`src/rtl/clk_div_pkg.sv`:
```
// Shared constants and helpers for the programmable clock divider.
package clk_div_pkg;

  // Smallest divisor that still yields a distinct high and low phase.
  localparam int MIN_DIV = 2;

  // Number of high cycles at the start of a period of length d.
  function automatic int unsigned hi_len(input int unsigned d);
    return d >> 1;
  endfunction

  // Width of a channel-select field; a single channel still gets one bit.
  function automatic int sel_width(input int n);
    return (n > 1) ? $clog2(n) : 1;
  endfunction

endpackage

```
`src/rtl/clk_div_ch.sv`:
```
// One divider channel: phase counter, active divisor, registered CLK_OUT/TICK.
// The phase counter value at a clock edge selects the outputs shown in the
// following cycle, so phase 0 appears as TICK=1 one cycle after it is sampled.
module clk_div_ch
  import clk_div_pkg::*;
#(
  parameter int CNT_W   = 16,
  parameter int RST_DIV = 2048
) (
  input  logic             clk_i,
  input  logic             rst_i,
  input  logic             en_i,
  input  logic             apply_i,
  input  logic [CNT_W-1:0] div_i,
  output logic             clk_out_o,
  output logic             tick_o,
  output logic             terminal_o
);

  logic [CNT_W-1:0] cnt_q, cnt_d;
  logic [CNT_W-1:0] div_q, div_d;
  logic             clk_out_q, clk_out_d;
  logic             tick_q, tick_d;
  logic             terminal;

  // Last phase of the current period; a new divisor may only land here.
  assign terminal   = (cnt_q == (div_q - CNT_W'(1)));
  assign terminal_o = terminal;
  assign clk_out_o  = clk_out_q;
  assign tick_o     = tick_q;

  // Next-state: disable parks the counter at phase 0, otherwise count and wrap.
  always_comb begin
    cnt_d     = cnt_q;
    div_d     = div_q;
    clk_out_d = clk_out_q;
    tick_d    = tick_q;
    // The top only strobes apply at a terminal phase or while disabled,
    // so the counter never sits beyond the new divisor's range.
    if (apply_i) begin
      div_d = div_i;
    end
    if (!en_i) begin
      cnt_d     = '0;
      clk_out_d = 1'b0;
      tick_d    = 1'b0;
    end else begin
      tick_d    = (cnt_q == '0);
      clk_out_d = (32'(cnt_q) < hi_len(32'(div_q)));
      cnt_d     = terminal ? '0 : (cnt_q + CNT_W'(1));
    end
  end

  // State registers with synchronous reset to the power-on divisor.
  always_ff @(posedge clk_i) begin
    if (rst_i) begin
      cnt_q     <= '0;
      div_q     <= CNT_W'(RST_DIV);
      clk_out_q <= 1'b0;
      tick_q    <= 1'b0;
    end else begin
      cnt_q     <= cnt_d;
      div_q     <= div_d;
      clk_out_q <= clk_out_d;
      tick_q    <= tick_d;
    end
  end

endmodule

```
`src/rtl/prog_clk_div.sv`:
```
// Multi-channel programmable clock divider. A single pending slot buffers one
// divisor write; it is handed to its channel at that channel's period
// boundary (or immediately while the channel is disabled), so the running
// period always completes with the old divisor.
module prog_clk_div
  import clk_div_pkg::*;
#(
  parameter int CNT_W   = 16,
  parameter int NUM_CH  = 2,
  parameter int RST_DIV = 2048,
  // Derived from NUM_CH; leave at its default.
  parameter int SEL_W   = sel_width(NUM_CH)
) (
  input  logic              CLK_100MHz,
  input  logic              RST,
  input  logic [NUM_CH-1:0] EN,
  input  logic [CNT_W-1:0]  DIV_IN,
  input  logic [SEL_W-1:0]  DIV_SEL,
  input  logic              DIV_VALID,
  output logic              DIV_READY,
  output logic              DIV_ERR,
  output logic [NUM_CH-1:0] CLK_OUT,
  output logic [NUM_CH-1:0] TICK
);

  logic              pend_vld_q, pend_vld_d;
  logic [SEL_W-1:0]  pend_sel_q, pend_sel_d;
  logic [CNT_W-1:0]  pend_div_q, pend_div_d;
  logic              err_q, err_d;
  logic [NUM_CH-1:0] terminal;
  logic [NUM_CH-1:0] apply;
  logic              wr_fire;
  logic              wr_illegal;

  // The slot is the only back-pressure source: ready whenever it is empty.
  assign DIV_READY  = !pend_vld_q;
  assign DIV_ERR    = err_q;
  assign wr_fire    = DIV_VALID && !pend_vld_q;
  assign wr_illegal = (32'(DIV_IN) < 32'(MIN_DIV)) || (32'(DIV_SEL) >= 32'(NUM_CH));

  genvar gi;
  generate
    for (gi = 0; gi < NUM_CH; gi++) begin : g_ch
      // Deliver the pending divisor at the target's boundary, or at once if it is idle.
      assign apply[gi] = pend_vld_q && (pend_sel_q == SEL_W'(gi)) &&
                         (!EN[gi] || terminal[gi]);

      clk_div_ch #(
        .CNT_W   (CNT_W),
        .RST_DIV (RST_DIV)
      ) u_ch (
        .clk_i      (CLK_100MHz),
        .rst_i      (RST),
        .en_i       (EN[gi]),
        .apply_i    (apply[gi]),
        .div_i      (pend_div_q),
        .clk_out_o  (CLK_OUT[gi]),
        .tick_o     (TICK[gi]),
        .terminal_o (terminal[gi])
      );
    end
  endgenerate

  // Slot bookkeeping: drain on apply, fill on a legal write, flag illegal ones.
  always_comb begin
    pend_vld_d = pend_vld_q;
    pend_sel_d = pend_sel_q;
    pend_div_d = pend_div_q;
    err_d      = 1'b0;
    if (|apply) begin
      pend_vld_d = 1'b0;
    end
    // A write can only fire while the slot is empty, so it never races an apply.
    if (wr_fire) begin
      if (wr_illegal) begin
        err_d = 1'b1;
      end else begin
        pend_vld_d = 1'b1;
        pend_sel_d = DIV_SEL;
        pend_div_d = DIV_IN;
      end
    end
  end

  // Slot and error registers; reset discards any pending write.
  always_ff @(posedge CLK_100MHz) begin
    if (RST) begin
      pend_vld_q <= 1'b0;
      pend_sel_q <= '0;
      pend_div_q <= '0;
      err_q      <= 1'b0;
    end else begin
      pend_vld_q <= pend_vld_d;
      pend_sel_q <= pend_sel_d;
      pend_div_q <= pend_div_d;
      err_q      <= err_d;
    end
  end

endmodule
```
`config.mk`:
```
export PLATFORM = sky130hd
export DESIGN_NAME = prog_clk_div
export DESIGN_NICKNAME = d
export VERILOG_FILES = /design/src/rtl/clk_div_pkg.sv /design/src/rtl/clk_div_ch.sv /design/src/rtl/prog_clk_div.sv
export SDC_FILE = /design/constraint.sdc
export NUM_CORES = 1
export LEC_CHECK = 0
export CORE_UTILIZATION = 40
export DETAILED_ROUTE_END_ITERATION = 7
export SETUP_SLACK_MARGIN = 0.4
export SYNTH_ARGS = -nofsm -noshare
export SYNTH_HDL_FRONTEND = slang
export SYNTH_SLANG_ARGS = --single-unit
```
`constraint.sdc`:
```
create_clock -name CLK_100MHz -period 3.9 [get_ports CLK_100MHz]
set_clock_uncertainty 0.1 [all_clocks]
set_input_delay 0.78 -clock CLK_100MHz [delete_from_list [all_inputs] [get_ports CLK_100MHz]]
set_output_delay 0.78 -clock CLK_100MHz [all_outputs]
set_load 0.02 [all_outputs]
```
Word level (Yosys, flattened, before mapping)
Cells that the tools add are included.

Bits of input ports: 22. Bits in registers: 87.

Bitwise logic cells: 5. Eq/ne operators: 2. Magnitude comparators: 3. Reduce and logical (&&, ||, !) cells: 19. Add/sub/neg operators: 4. Muxes and demuxes: 4.

Operators with widths (count): adder 16 x 1 -> 16 bit (second input constant) (2); == test 16 bit (2); logical NOT 16 bit (2); less-than comparator 16 x 15 -> 1 bit (2); subtractor 16 x 1 -> 16 bit (second input constant) (2); less-than comparator 16 x 2 -> 1 bit (second input constant) (1); OR reduction 2 bit (4); OR reduction 3 bit (2); logical AND 1 bit (5); NOT 1 bit (5); two-way mux 1 bit (4); logical NOT 1 bit (3); logical OR 1 bit (2); AND reduction 2 bit (1).

Logic depth before layout (Yosys ltp)
Depth after elaboration: 8. Mapped depth: 12.

By module
A second synthesis with hierarchy kept.

Cells, all modules: 637. Area, all modules: 5565.3 um^2.

Modules (own cells, without submodules): clk_div_ch at g_ch[0].u_ch (area each 2411.1 um^2, seq. area each 680.7 um^2, times used 1, cells each 280); clk_div_ch at g_ch[1].u_ch (area each 2401.1 um^2, seq. area each 680.7 um^2, times used 1, cells each 283); prog_clk_div (area each 753.2 um^2, seq. area each 380.4 um^2, times used 1, cells each 74).

Worst setup path before layout
No wires, ideal clock.

Kind: reg-to-reg. Start point: register g_ch[0].u_ch.div_q[0]. End point: register g_ch[0].u_ch.div_q[13]. Stages on the path, launching flop included: 13. Arrival time: 2775 ps. Library setup time: 128 ps. Period minus slack after synthesis: 3002 ps. Path slack: 898 ps. Required time: 3672 ps. Cells stage by stage: dfxtp_1 > inv_1 > ha_1 > or3b_2 > or3_1 > a211o_1 > a22oi_2 > o2111ai_2 > a211oi_2 > buf_6 > buf_12 > mux2i_1 > nor2_1.

Cells in the longest elaborated chain, start to end: 4.

Ends and longest elaborated chain: start: declaration (line clk_div_ch.sv:21) `logic [CNT_W-1:0] div_q, div_d;`; start signal: assignment (line clk_div_ch.sv:58) `div_q <= CNT_W'(RST_DIV);`; start signal: assignment (line clk_div_ch.sv:63) `div_q <= div_d;`; subtractor 16 x 1 -> 16 bit (line clk_div_ch.sv:27) `assign terminal = (cnt_q == (div_q - CNT_W'(1)));`; == test 16 bit (line clk_div_ch.sv:27); logical OR 1 bit (line prog_clk_div.sv:46) `(!EN[gi] || terminal[gi]);`; logical AND 1 bit (line prog_clk_div.sv:45) `assign apply[gi] = pend_vld_q && (pend_sel_q == SEL_W'(gi)) &&`.

Every way passes these cells. A chain may end at the register's enable or synchronous reset.

Final worst setup path
Start point: register g_ch[0].u_ch.div_q[0]. End point: register g_ch[0].u_ch.div_q[5].

The elaborated chain is that of the path after synthesis.

==> results.ini <==
[outcome]
status = complete, no violations

[drt]
num_vias = 4142
firstDrtPassIters = 4
wl_per_cell_um = 14.8
wirelength_um = 11600
drtAntennaViolNets = 0
vias_per_cell = 5.26
drc = 0
drt_iter0_drc = 190

[synthesis]
synth_area_leaders = dfxtp_1 (33%), mux2i_1 (9.1%), ha_1 (8.1%)
yosysUniqueCellTypes = 63
ys.warnings.count = 0
ys.flop_type = dfxtp_1
syn_area_um2 = 5250
yosysTopAreaCellShare = 0.332
synth_commonest_cells = nor2_1 (92), dfxtp_1 (87), mux2i_1 (48)
synth.most_common_cell = nor2_1
syn-instance-count = 599
avgSynthCellArea_um2 = 8.77
synth-edff-count = 0
synth.yosys.seq_area_share = 0.332
yosys.area.top_type = dfxtp_1
syn-num-nets = 655
ys_seq_elements = 87
synth_async_sr_flop_share = 0

[final_layout]
multi_input_area_um2 = 3140
register_area_um2 = 1740
fin_area_um2 = 5840
drive_gt1_frac = 0.0537
final_cells = 787
nets = 666
n_antenna_cell = 0
n_fill_cell = 1279
finish.utilization = 0.459
area_delta_synth_final_pct = 11.2

[clocking]
cts_tree = yes
clock-sinks = 87
htreeDepth = 3
worstSkewPairLatency_ns = 0.34
cts_buffers = 9
cts_max_path_buffers = 2
cts_root_buffer = clkbuf_16
path_clk_slew_ns = 0.07

[critical_path]
critPathMaxFanout = 18
cp.arrival_ns = 3.39
rrSetupSlack_ns = 0.61
cp-end-kind = flop
r2r-start = g_ch[0].u_ch.div_q[0]
r2r_end = g_ch[0].u_ch.div_q[5]
critPathKind = reg -> reg
startpoint_type = flop
reg2reg_depth = 11
crit_required_ns = 4.00

[placement]
place_congestion = 0.878
placedCellCount = 771
place_area_um2 = 5540
io_buffers = 27
hpwl_um = 8780

[min_path]
hold_depth = 1
min-delay-start = pend_vld_q
min_to = DIV_ERR
hp-class = reg -> reg

[floorplanning]
die_w_um = 117
die-area_um2 = 13600
placementRows = 41
coreArea_um2 = 12700
floorplan.initialDensity = 0.413
die_h_um = 117
io_pins = 28

[pwr]
power_density_nw_per_um2 = 338
ir_drop_mv = 0.169
p_leak_nw = 2.23

[sta]
hold_violations = 0
slew_headroom = 0.325
fmaxAchievable_ghz = 0.304
finalSetupViolCount = 0
grt_setup_unrepaired = true
worstMarginPinSlew_ns = 1.01
hold_slack_ns = 0.396
finalCritPeriodShare = 0.844
slew_violations = 0
post-route-min-period_ns = 3.29
setup-tns-final_ns = 0

[job]
drv_cap = 0

[global_routing]
grt_pass1_vias = 4069
grt_max_degree = 53
grt.total_usage = 0.184
grt_overflow_total = 0
grt_pass1_wl_um = 19300
antenna_found_initial = 0

## placed cells by master, fill, tap and decap left out, types with 4 or more instances in the layout
master,count
nor2_1,92
dfxtp_1,87
mux2i_1,48
inv_1,43
xor2_1,34
ha_1,34
xnor2_1,33
nand3_1,27
clkdlybuf4s50_1,26
nand2_1,20
nor4_1,14
nor3_1,14
a21o_1,14
nand4_1,12
a21oi_1,9
clkbuf_16,9
and3_1,7
or3_1,6
a31oi_1,5
and4_1,5
o21ai_0,5
nor4b_1,4
or4_1,4
nor3b_1,4
nand2b_1,4
## metrics by stage
stage          worst slack (ns)  power (W)
6_report                  0.609    0.00197
5_1_grt                   0.357    0.00205
4_1_cts                   0.517    0.00200
3_5_place_dp              0.523    0.00116
3_3_place_gp              0.680    0.00116
2_1_floorplan             0.898    0.00110
## worst max-delay path, stage by stage (launching register included)
cell	delay (ns)
dfxtp_1	0.36
inv_1	0.07
ha_1	0.21
or3b_2	0.52
a2111o_1	0.40
a32o_1	0.22
nor4_2	0.20
o2111ai_2	0.20
a211oi_2	0.25
buf_4	0.31
mux2i_1	0.24
nor2_1	0.06
## report_power, final
group | leakage [nW] | switching (W) | internal, W
Sequential | 0.706 | 0.0000282 | 0.000912
Combinational | 1.38 | 0.000103 | 0.0000985
Clock | 0.143 | 0.000360 | 0.000471
Total | 2.23 | 0.000491 | 0.00148
## flip-flops by register name (all words and copies together) (netlist names)
signal	count
pend_vld_q	1
pend_div_q	16
g_ch.u_ch.div_q	32
g_ch.u_ch.cnt_q	32
pend_sel_q	1
g_ch.u_ch.clk_out_o	2
DIV_ERR	1
g_ch.u_ch.tick_o	2
## cell type report
cell class,instances,share of cell area
inverters,43,0.0276
multi-input cells,439,0.538
well taps,172,0.0368
repair buffers,30,0.0493
clock inverters,5,0.00664
flip-flops and latches,87,0.298
clock buffers,11,0.0433
## cells by family (layout without fill, tap and decap cells)
family                     count (synthesis)  after routing  synth area share
and+or+nand+nor                          229            229             0.223
DFF                                       87             87             0.332
buffers and inverters                     73             89            0.0720
xor gates and xnor gates                  67             67             0.112
AOI/OAI and AO/OA                         61             61            0.0886
muxes                                     48             48            0.0915
adders and majority gates                 34             34            0.0810
## layer usage
metal | track usage | wire [µm] | part of all wire
met1 | 0.215 | 5250 | 0.45
met2 | 0.333 | 5830 | 0.50
met3 | 0.0358 | 302 | 0.026
met4 | 0.0667 | 239 | 0.021
met5 | 0 | 0 | 0
## repair_timing
item	CTS	global route
endpoints found under the setup margin	0	46
hold buffers	0	0
gates resized for setup	0	2
setup buffers	0	0
## worst max path at each step
| stage | slack, ns | startpoint | cells past startpoint | end |
|---|---|---|---|---|
| after floorplan | 0.90 | g_ch[0].u_ch.div_q[0] | 12 | g_ch[0].u_ch.div_q[13] |
| after global placement | 0.68 | g_ch[1].u_ch.div_q[0] | 10 | g_ch[1].u_ch.div_q[1] |
| after detailed placement | 0.52 | g_ch[1].u_ch.div_q[0] | 10 | g_ch[1].u_ch.div_q[7] |
| after CTS | 0.52 | g_ch[1].u_ch.div_q[0] | 10 | g_ch[1].u_ch.div_q[7] |
| after global routing | 0.36 | g_ch[0].u_ch.div_q[1] | 11 | g_ch[0].u_ch.div_q[5] |
| final | 0.61 | g_ch[0].u_ch.div_q[0] | 11 | g_ch[0].u_ch.div_q[5] |
No activity file was read; power rests on OpenSTA's default activity.
